[config.mk]
export PLATFORM = sky130hd
export DESIGN_NAME = cu_fsm
export DESIGN_NICKNAME = d
export VERILOG_FILES = /design/src/rtl/cu_pkg.sv /design/src/rtl/cu_decode.sv /design/src/rtl/cu_fsm.sv
export SDC_FILE = /design/constraint.sdc
export NUM_CORES = 1
export LEC_CHECK = 0
export CORE_ASPECT_RATIO = 0.8
export CORE_MARGIN = 4
export CORE_UTILIZATION = 34
export DETAILED_ROUTE_END_ITERATION = 12
export DONT_BUFFER_PORTS = 1
export GPL_TIMING_DRIVEN = 0
export SETUP_SLACK_MARGIN = 0.4
export SLEW_MARGIN = 10
export SYNTH_ARGS = -nofsm -noshare
export SYNTH_HDL_FRONTEND = slang
export SYNTH_HIERARCHICAL = 1
export SYNTH_SLANG_ARGS = --single-unit
[constraint.sdc]
create_clock -name clk -period 1.55 [get_ports clk]
set_input_delay 0.0775 -clock clk [delete_from_list [all_inputs] [get_ports clk]]
set_output_delay 0.0775 -clock clk [all_outputs]
set_load 0.01 [all_outputs]
[src/rtl/cu_pkg.sv]
// Shared opcode map, FSM state encoding and opcode class helpers
// for the multi-cycle control unit.
package cu_pkg;

   localparam logic [3:0] OP_NOP = 4'h0;
   localparam logic [3:0] OP_MOV = 4'h1;
   localparam logic [3:0] OP_ADD = 4'h2;
   localparam logic [3:0] OP_SUB = 4'h3;
   localparam logic [3:0] OP_AND = 4'h4;
   localparam logic [3:0] OP_OR  = 4'h5;
   localparam logic [3:0] OP_XOR = 4'h6;
   localparam logic [3:0] OP_NOT = 4'h7;
   localparam logic [3:0] OP_SHL = 4'h8;
   localparam logic [3:0] OP_SHR = 4'h9;
   localparam logic [3:0] OP_LT  = 4'hA;
   localparam logic [3:0] OP_EQ  = 4'hB;

   typedef enum logic [2:0] {
      IDLE,
      DECODE,
      READ,
      EXEC,
      WRITE
   } state_t;

   function automatic logic is_alu(input logic [3:0] op);
      case (op)
         OP_ADD, OP_SUB, OP_AND, OP_OR, OP_XOR,
         OP_NOT, OP_SHL, OP_SHR, OP_LT, OP_EQ: return 1'b1;
         default: return 1'b0;
      endcase
   endfunction

   function automatic logic is_cmp(input logic [3:0] op);
      return (op == OP_LT) || (op == OP_EQ);
   endfunction

endpackage

[src/rtl/cu_decode.sv]
// Combinational opcode classifier; anything above OP_EQ is illegal,
// including any set bit above the low nibble.
module cu_decode
   import cu_pkg::*;
#(
   parameter int OPCODE_W = 4,
   parameter int ALU_OP_W = 4
) (
   input  logic [OPCODE_W-1:0] opcode,
   output logic                legal,
   output logic                is_nop,
   output logic                is_mov,
   output logic                is_alu_op,
   output logic                is_cmp_op,
   output logic [ALU_OP_W-1:0] alu_op
);

   logic [3:0] op4;

   assign op4 = opcode[3:0];

   always_comb begin
      legal     = (opcode <= OPCODE_W'(OP_EQ));
      is_nop    = legal && (op4 == OP_NOP);
      is_mov    = legal && (op4 == OP_MOV);
      is_alu_op = legal && is_alu(op4);
      is_cmp_op = legal && is_cmp(op4);
      alu_op    = '0;
      if (is_alu_op) begin
         alu_op = ALU_OP_W'(op4 - 4'd1);
      end
   end

endmodule

[src/rtl/cu_fsm.sv]
// Multi-cycle control unit: accepts one instruction, then sequences
// RAM read, ALU execute and RAM write-back with a bounded mem wait.
module cu_fsm
   import cu_pkg::*;
#(
   parameter int OPCODE_W = 4,
   parameter int ADDR_W   = 8,
   parameter int ALU_OP_W = 4,
   parameter int WAIT_MAX = 15
) (
   input  logic                         clk,
   input  logic                         rst,
   input  logic [OPCODE_W+2*ADDR_W-1:0] instr,
   input  logic                         instr_valid,
   output logic                         instr_ready,
   input  logic                         mem_ready,
   output logic                         ram_read,
   output logic                         ram_write,
   output logic [ADDR_W-1:0]            ram_addr,
   output logic                         alu_enable,
   output logic [ALU_OP_W-1:0]          alu_op,
   output logic                         cmp_we,
   output logic                         done,
   output logic                         illegal,
   output logic                         timeout
);

   localparam int IW = OPCODE_W + 2 * ADDR_W;
   localparam int CW = $clog2(WAIT_MAX + 1);
   localparam logic [CW-1:0] CNT_MAX = CW'(WAIT_MAX);

   state_t            state_q, state_d;
   logic [CW-1:0]     cnt_q, cnt_d;
   logic [IW-1:0]     instr_q, instr_d;

   logic [OPCODE_W-1:0] opcode;
   logic [ADDR_W-1:0]   dst;
   logic [ADDR_W-1:0]   src;
   logic                dec_legal;
   logic                dec_nop;
   logic                dec_mov;
   logic                dec_alu;
   logic                dec_cmp;
   logic [ALU_OP_W-1:0] dec_alu_op;
   logic                expired;

   assign src    = instr_q[ADDR_W-1:0];
   assign dst    = instr_q[2*ADDR_W-1:ADDR_W];
   assign opcode = instr_q[IW-1:2*ADDR_W];

   cu_decode #(
      .OPCODE_W (OPCODE_W),
      .ALU_OP_W (ALU_OP_W)
   ) u_decode (
      .opcode    (opcode),
      .legal     (dec_legal),
      .is_nop    (dec_nop),
      .is_mov    (dec_mov),
      .is_alu_op (dec_alu),
      .is_cmp_op (dec_cmp),
      .alu_op    (dec_alu_op)
   );

   // Counter saturates at CNT_MAX; a miss there ends the RAM state.
   assign expired = (cnt_q == CNT_MAX) && !mem_ready;

   always_comb begin
      state_d = state_q;
      cnt_d   = '0;
      instr_d = instr_q;
      unique case (state_q)
         IDLE: begin
            if (instr_valid) begin
               instr_d = instr;
               state_d = DECODE;
            end
         end
         DECODE: begin
            if (dec_mov || dec_alu) begin
               state_d = READ;
            end else begin
               state_d = IDLE;
            end
         end
         READ: begin
            if (mem_ready) begin
               state_d = dec_mov ? WRITE : EXEC;
            end else if (expired) begin
               state_d = IDLE;
            end else begin
               cnt_d = cnt_q + CW'(1);
            end
         end
         EXEC: begin
            state_d = dec_cmp ? IDLE : WRITE;
         end
         WRITE: begin
            if (mem_ready || expired) begin
               state_d = IDLE;
            end else begin
               cnt_d = cnt_q + CW'(1);
            end
         end
         default: state_d = IDLE;
      endcase
   end

   always_ff @(posedge clk) begin
      if (rst) begin
         state_q <= IDLE;
         cnt_q   <= '0;
         instr_q <= '0;
      end else begin
         state_q <= state_d;
         cnt_q   <= cnt_d;
         instr_q <= instr_d;
      end
   end

   // Outputs are forced low during reset so an abort never pulses.
   always_comb begin
      instr_ready = 1'b0;
      ram_read    = 1'b0;
      ram_write   = 1'b0;
      ram_addr    = '0;
      alu_enable  = 1'b0;
      alu_op      = '0;
      cmp_we      = 1'b0;
      done        = 1'b0;
      illegal     = 1'b0;
      timeout     = 1'b0;
      if (!rst) begin
         unique case (state_q)
            IDLE: instr_ready = 1'b1;
            DECODE: begin
               done    = dec_nop;
               illegal = !dec_legal;
            end
            READ: begin
               ram_read = 1'b1;
               ram_addr = src;
               timeout  = expired;
            end
            EXEC: begin
               alu_enable = 1'b1;
               alu_op     = dec_alu_op;
               cmp_we     = dec_cmp;
               done       = dec_cmp;
            end
            WRITE: begin
               ram_write = 1'b1;
               ram_addr  = dst;
               done      = mem_ready;
               timeout   = expired;
            end
            default: ;
         endcase
      end
   end

endmodule
Word level (Yosys, flattened, before mapping)
Memories as Yosys holds them, arrays and structs flattened. A register that Yosys moved wholly into a read port is not among the register bits.
Cells that the tools add are included.

cells by class
  add/subtract/negate cells = 2
  multipliers = 0
  divide/modulo/power cells = 0
  order comparisons = 1
  equal/unequal tests = 11
  shift-type cells = 0
  mux-type cells = 35
  bitwise gates (word level) = 0
  reductions and logical operators = 15

operators with widths
  cell                                               count
  2-to-1 mux 4 bit                                   8
  2-to-1 mux 3 bit                                   6
  case mux 8 bit (2 select lines)                    1
  2-to-1 mux 1 bit                                   15
  case mux 3 bit (5 select lines)                    1
  == test 4 bit (second input constant)              3
  2-to-1 mux 8 bit                                   1
  case mux 4 bit (2 select lines)                    1
  == test 3 x 2 -> 1 bit (second input constant)     2
  logical AND 1 bit                                  5
  adder 4 x 1 -> 4 bit (second input constant)       1
  == test 4 x 1 -> 1 bit (second input constant)     1
  <= comparator 4 bit (second input constant)        1
  zero test 4 bit                                    1
  != test 2 bit (second input constant)              2
  subtractor 4 x 1 -> 4 bit (second input constant)  1
  == test 3 x 1 -> 1 bit (second input constant)     1
  == test 3 bit (second input constant)              1
  zero test 3 bit                                    1
  logical OR 1 bit                                   3
  != test 3 bit (second input constant)              1
  case mux 1 bit (3 select lines)                    1
  AND reduction 3 bit                                1
  zero test 1 bit                                    2
  3 further kinds                                    3

storage, ports and cells
  bits in registers = 27
  latch bits = 0
  bits in writable memories = 0
  memory bits (read-only) = 16
  bits of input ports = 24
  output and inout bits = 20
  logic and storage cells = 68
  memories kept = 1

memories
  name              words  bits a word  rd ports  clocked after memory_dff  wr ports  RTL line      text
  (name not given)  16     1            1         1                         0         cu_pkg.sv:27  case (op)

Depth between registers and ports, before layout
  word-level depth = 5
  mapped depth = 7
  mapped depth without buffers = 7

Hierarchy
The synthesis kept the hierarchy.

by module, submodules not included
  module     times used  cells each  area each (sq um)  seq. area each (sq um)
  cu_fsm     1           151         1258.7             540.5
  cu_decode  1           23          215.2              0.0

Worst setup path before layout
No wires, ideal clock.

  kind = register to output
  start = register instr_q[17]
  end = output port done
  arrival = 1322 ps
  data required time = 1472 ps
  setup slack = 151 ps
  cell stages (with the launch flop) = 7
  buffers on the path = 0
  cell sequence = dfxtp_1 -> inv_1 -> ha_1 -> nor3b_1 -> mux2_2 -> a31oi_1 -> nor2_1

between the ends
  elaborated cells between the ends (all ways) = 9
  those cells by class = order compare: 1; eq/ne: 2; mux: 2; reduce/logical: 4

RTL lines
  what                                                    RTL line                          text
  start: declaration                                      cu_fsm.sv:34                      logic [IW-1:0] instr_q, instr_d;
  start signal: assignment                                cu_fsm.sv:116                     instr_q <= instr_d;
  <= comparator 4 bit or zero test 4 bit (tied branches)  cu_decode.sv:23, cu_decode.sv:24
  logical AND 1 bit (*)                                   cu_decode.sv:24                   is_nop = legal && (op4 == OP_NOP);
  via dec_nop                                             cu_fsm.sv:40                      logic dec_nop;
  case mux 1 bit (3 select lines) (*)                     cu_fsm.sv:133                     unique case (state_q)
  2-to-1 mux 1 bit (*)                                    cu_fsm.sv:132                     if (!rst) begin
  end: declaration                                        cu_fsm.sv:23                      output logic done,

The timed path passes the listed nets; every way through them passes the cells marked *.

Worst setup path in the final report
  start = register state_q[2]
  end = register instr_q[12]

between the ends
  cells in the longest elaborated chain, start to end = 2

RTL lines
  what                                  RTL line       text
  start: declaration                    cu_fsm.sv:32   state_t state_q, state_d;
  start signal: assignment              cu_fsm.sv:114  state_q <= state_d;
  zero test 3 bit                       cu_fsm.sv:71   unique case (state_q)
  AND reduction 2 bit (no source line)  --

Every way passes these cells.
A chain may end at the register's enable or synchronous reset.

==> flow_metrics.tcl <==
set metrics [dict create \
    power_switching_uw 518 \
    die-width_um 81.6 \
    slew_headroom_pct 55.0 \
    wire_per_inst_um 17.1 \
    drtIter0Drc 98 \
    rsz0062_at_grt "yes" \
    cp_common_cell "buf_6" \
    ant_nets 0 \
    cts_tree "yes" \
    r2r_cells 7 \
    area_delta_synth_final_pct 75.7 \
    post_dp_cell_area_mm2 0.00160 \
    final.min_clock_period_ns 1.77 \
    critical_path.top_delay_family "simple AND/OR/NAND/NOR gates" \
    ys_async_sr_fraction_pct 0 \
    cts.sinks 27 \
    antenna_found_initial 0 \
    rrSetupSlack_ns -0.22 \
    whs_ns 0.00170 \
    dieArea_mm2 0.00546 \
    r2r-start "state_q[2]$_SDFFE_PP0P_" \
    leakage_nw 0.982 \
    ir_drop_mv 0.476 \
    clkTransAtPathRegs_ns 0.09 \
    cts_made_buffers 3 \
    dp_hpwl_um 2530 \
    syn_inst 174 \
    clk-insertion-delay-late_ns 0.27 \
    violations "negative setup slack" \
    intPower_mw 1.20 \
    htreeDepth 1 \
    fp-row-count 21 \
    synth.avg_cell_area_um2 8.47 \
    slowest_delay_ns 0.62 \
    period_share_pct 114 \
    initial_utilization_pct 35.3 \
    synth_seq_area_share_pct 36.7 \
    fin_ws_ns -0.217 \
    hold_viol_final 0 \
    cp.buffers_inverters 4 \
    layout.nets 265 \
    ys.flop_type "dfxtp_1" \
    pwr-share-clk_pct 23.9 \
    crit_chain "buf_6 -> buf_4 -> buf_6 -> or4b_4 -> clkbuf_16 -> nand2_2 -> a21oi_1" \
    route.vias.total 1495 \
    slew_violations 0 \
    drive_gt1_share_pct 55.6 \
    r2r-end "instr_q[12]$_SDFFE_PP0P_" \
    placed_cells 231 \
    path_class "flop to flop" \
    timing.fmax_mhz 566 \
    whs_endpoint "state_q[0]$_SDFFE_PP0P_" \
    core-area_mm2 0.00418 \
    crit_fanout 5 \
    gp_congestion 0.749 \
    seqPwrFrac_pct 45.3 \
    critPathRequiredTime_ns 1.69 \
    grt_max_degree 15 \
    io_buffers 0 \
    crit_path_end_kind "flop" \
    p_comb_share_pct 30.8 \
    hold_start "instr_valid" \
    synth_nets 204 \
    skew_ns 0.00383 \
    crit_path_start_kind "flop" \
    synth-seq-cells 27 \
    dp_slack_ns 0.00502 \
    dr.pass1.iters 4 \
    synthesis.area_mm2 0.00147 \
    grt_pass1_wl_um 7000 \
    status "finished, violations left" \
    clockBufferDepth 2 \
    worst_slew_pin_slew_ns 0.675 \
    gr-usage-all-layers_pct 16.6 \
    p_sw_share_pct 30.3 \
    design_area_mm2 0.00259 \
    clockRootBuffer "clkbuf_8" \
    synth_warnings 6 \
    grt_pass1_vias 1374 \
    power-per-cell-area_mw_per_mm2 662 \
    wirelength_um 5010 \
    worstPathArrival_ns 1.91 \
    drc 0 \
    stdcell_count 292 \
    hp-class "primary input to flop" \
    holdPathStages 2 \
    maxCapViolCount 0 \
    cpMaxStageDelayCell "or4b_4" \
    ys_types 38 \
    via_per_inst 5.12 \
    die_y_um 66.9 \
    grt_overflow 0 \
    finalSetupViolations 34 \
    synth_edf_count 0 \
    pin_count 44 \
]
-- layer usage --
layer | track usage [%] | vias up | routed length (µm)
met1 | 22.4 | 724 | 2120
met4 | 3.73 | 0 | 48
li1 | - | 732 | -
met5 | 0 | - | 0
met2 | 26.5 | 32 | 2610
met3 | 4.19 | 7 | 234
-- repair_timing --
item | in CTS | in global routing
hold buffers | 20 | 0
endpoints found under the setup margin | 47 | 47
endpoints found under the hold margin | 20 | 0
pin swaps | 20 | 12
buffers inserted | 20 | 12
gates resized for setup | 46 | 62
cloned | 2 | 2
-- kinds of logic (layout without fill, tap and decap cells) --
logic type / after synthesis / count (layout) / synth area share, %
buffers and inverters: 18 / 76 / 6.79
XOR/XNOR: 3 / 3 / 1.78
multiplexers: 3 / 3 / 2.21
adder cells (fa/ha/maj): 6 / 6 / 5.09
AO/OA/AOI/OAI: 39 / 39 / 17.6
AND/OR/NAND/NOR: 78 / 80 / 29.9
flip-flops: 27 / 27 / 36.7
other: 0 / 1 / 0
-- how the worst max path moves through the flow --
stage,slack (ns),start,cells after the start,to
detailed placement,0.005,state_q[2]$_SDFFE_PP0P_,4,ram_addr[6]
global placement,0.01,state_q[2]$_SDFFE_PP0P_,4,ram_addr[6]
finish,-0.22,state_q[2]$_SDFFE_PP0P_,7,instr_q[12]$_SDFFE_PP0P_
CTS,-0.17,state_q[2]$_SDFFE_PP0P_,4,ram_addr[6]
global route,-0.27,state_q[2]$_SDFFE_PP0P_,4,ram_addr[3]
floorplan,0.25,state_q[2]$_SDFFE_PP0P_,4,ram_addr[0]
-- sequential cells by signal, summed over array words and instances (netlist names) --
name / flops
cnt_q: 4
state_q: 3
instr_q: 20
-- cells in the mapped netlist (all sizes together) (2+ instances only) --
cell    count  area, µm²
clkbuf      2       7.51
nand3       4       20.0
nor4b       2       32.5
a211oi      2       25.0
and2        5       31.3
a22o        8       70.1
a31oi       2       12.5
inv         5       18.8
ha          6       75.1
mux2        2       22.5
xnor2       2       17.5
dfxtp      27        541
nor3b       5       52.6
buf        11       73.8
o21ai       3       15.0
nor4        3       33.8
nor2        8       30.0
nand2      43        161
a21oi      22        118
nand2b      2       20.0
o22ai       2       18.8
-- cell usage in the layout, fill, tap and decap left out, types with 5 or more instances in the layout --
master          n
a21oi_1        10
a21oi_2        12
a22o_1          8
and2_4          5
buf_4          23
buf_6          13
dfxtp_1        21
dlygate4sd3_1  20
nand2_1        23
nand2_2         9
nand2_4        11
nor2_4          5
-- per-stage QoR --
stage / util, % / TNS (ns) / total power [mW]
CTS: 53.0 / -1.42 / 1.56
floorplan: - / 0 / 0.980
global placement: 38.2 / 0 / 1.03
detailed placement: 38.2 / 0 / 1.03
finish: 62.0 / -5.54 / 1.71
global route: 61.9 / -6.93 / 1.79
-- power by group through the flow --
stage	combinational (mW)	sequential (mW)	clock [mW]
finish	0.528	0.776	0.410
global route	0.564	0.782	0.448
CTS	0.387	0.761	0.415
detailed placement	0.251	0.778	0
global placement	0.249	0.777	0
floorplan	0.209	0.771	0
-- final cells by class --
cell class / count / area, µm²
Fill cell: 348 / 1590
Multi-Input combinational cell: 131 / 1200
Sequential cell: 27 / 556
Timing Repair Buffer: 54 / 544
Buffer: 13 / 138
Tap cell: 57 / 71.3
Clock buffer: 4 / 45.0
Inverter: 5 / 28.8
Antenna cell: 1 / 2.50
Power figures use the tool's default switching activity.
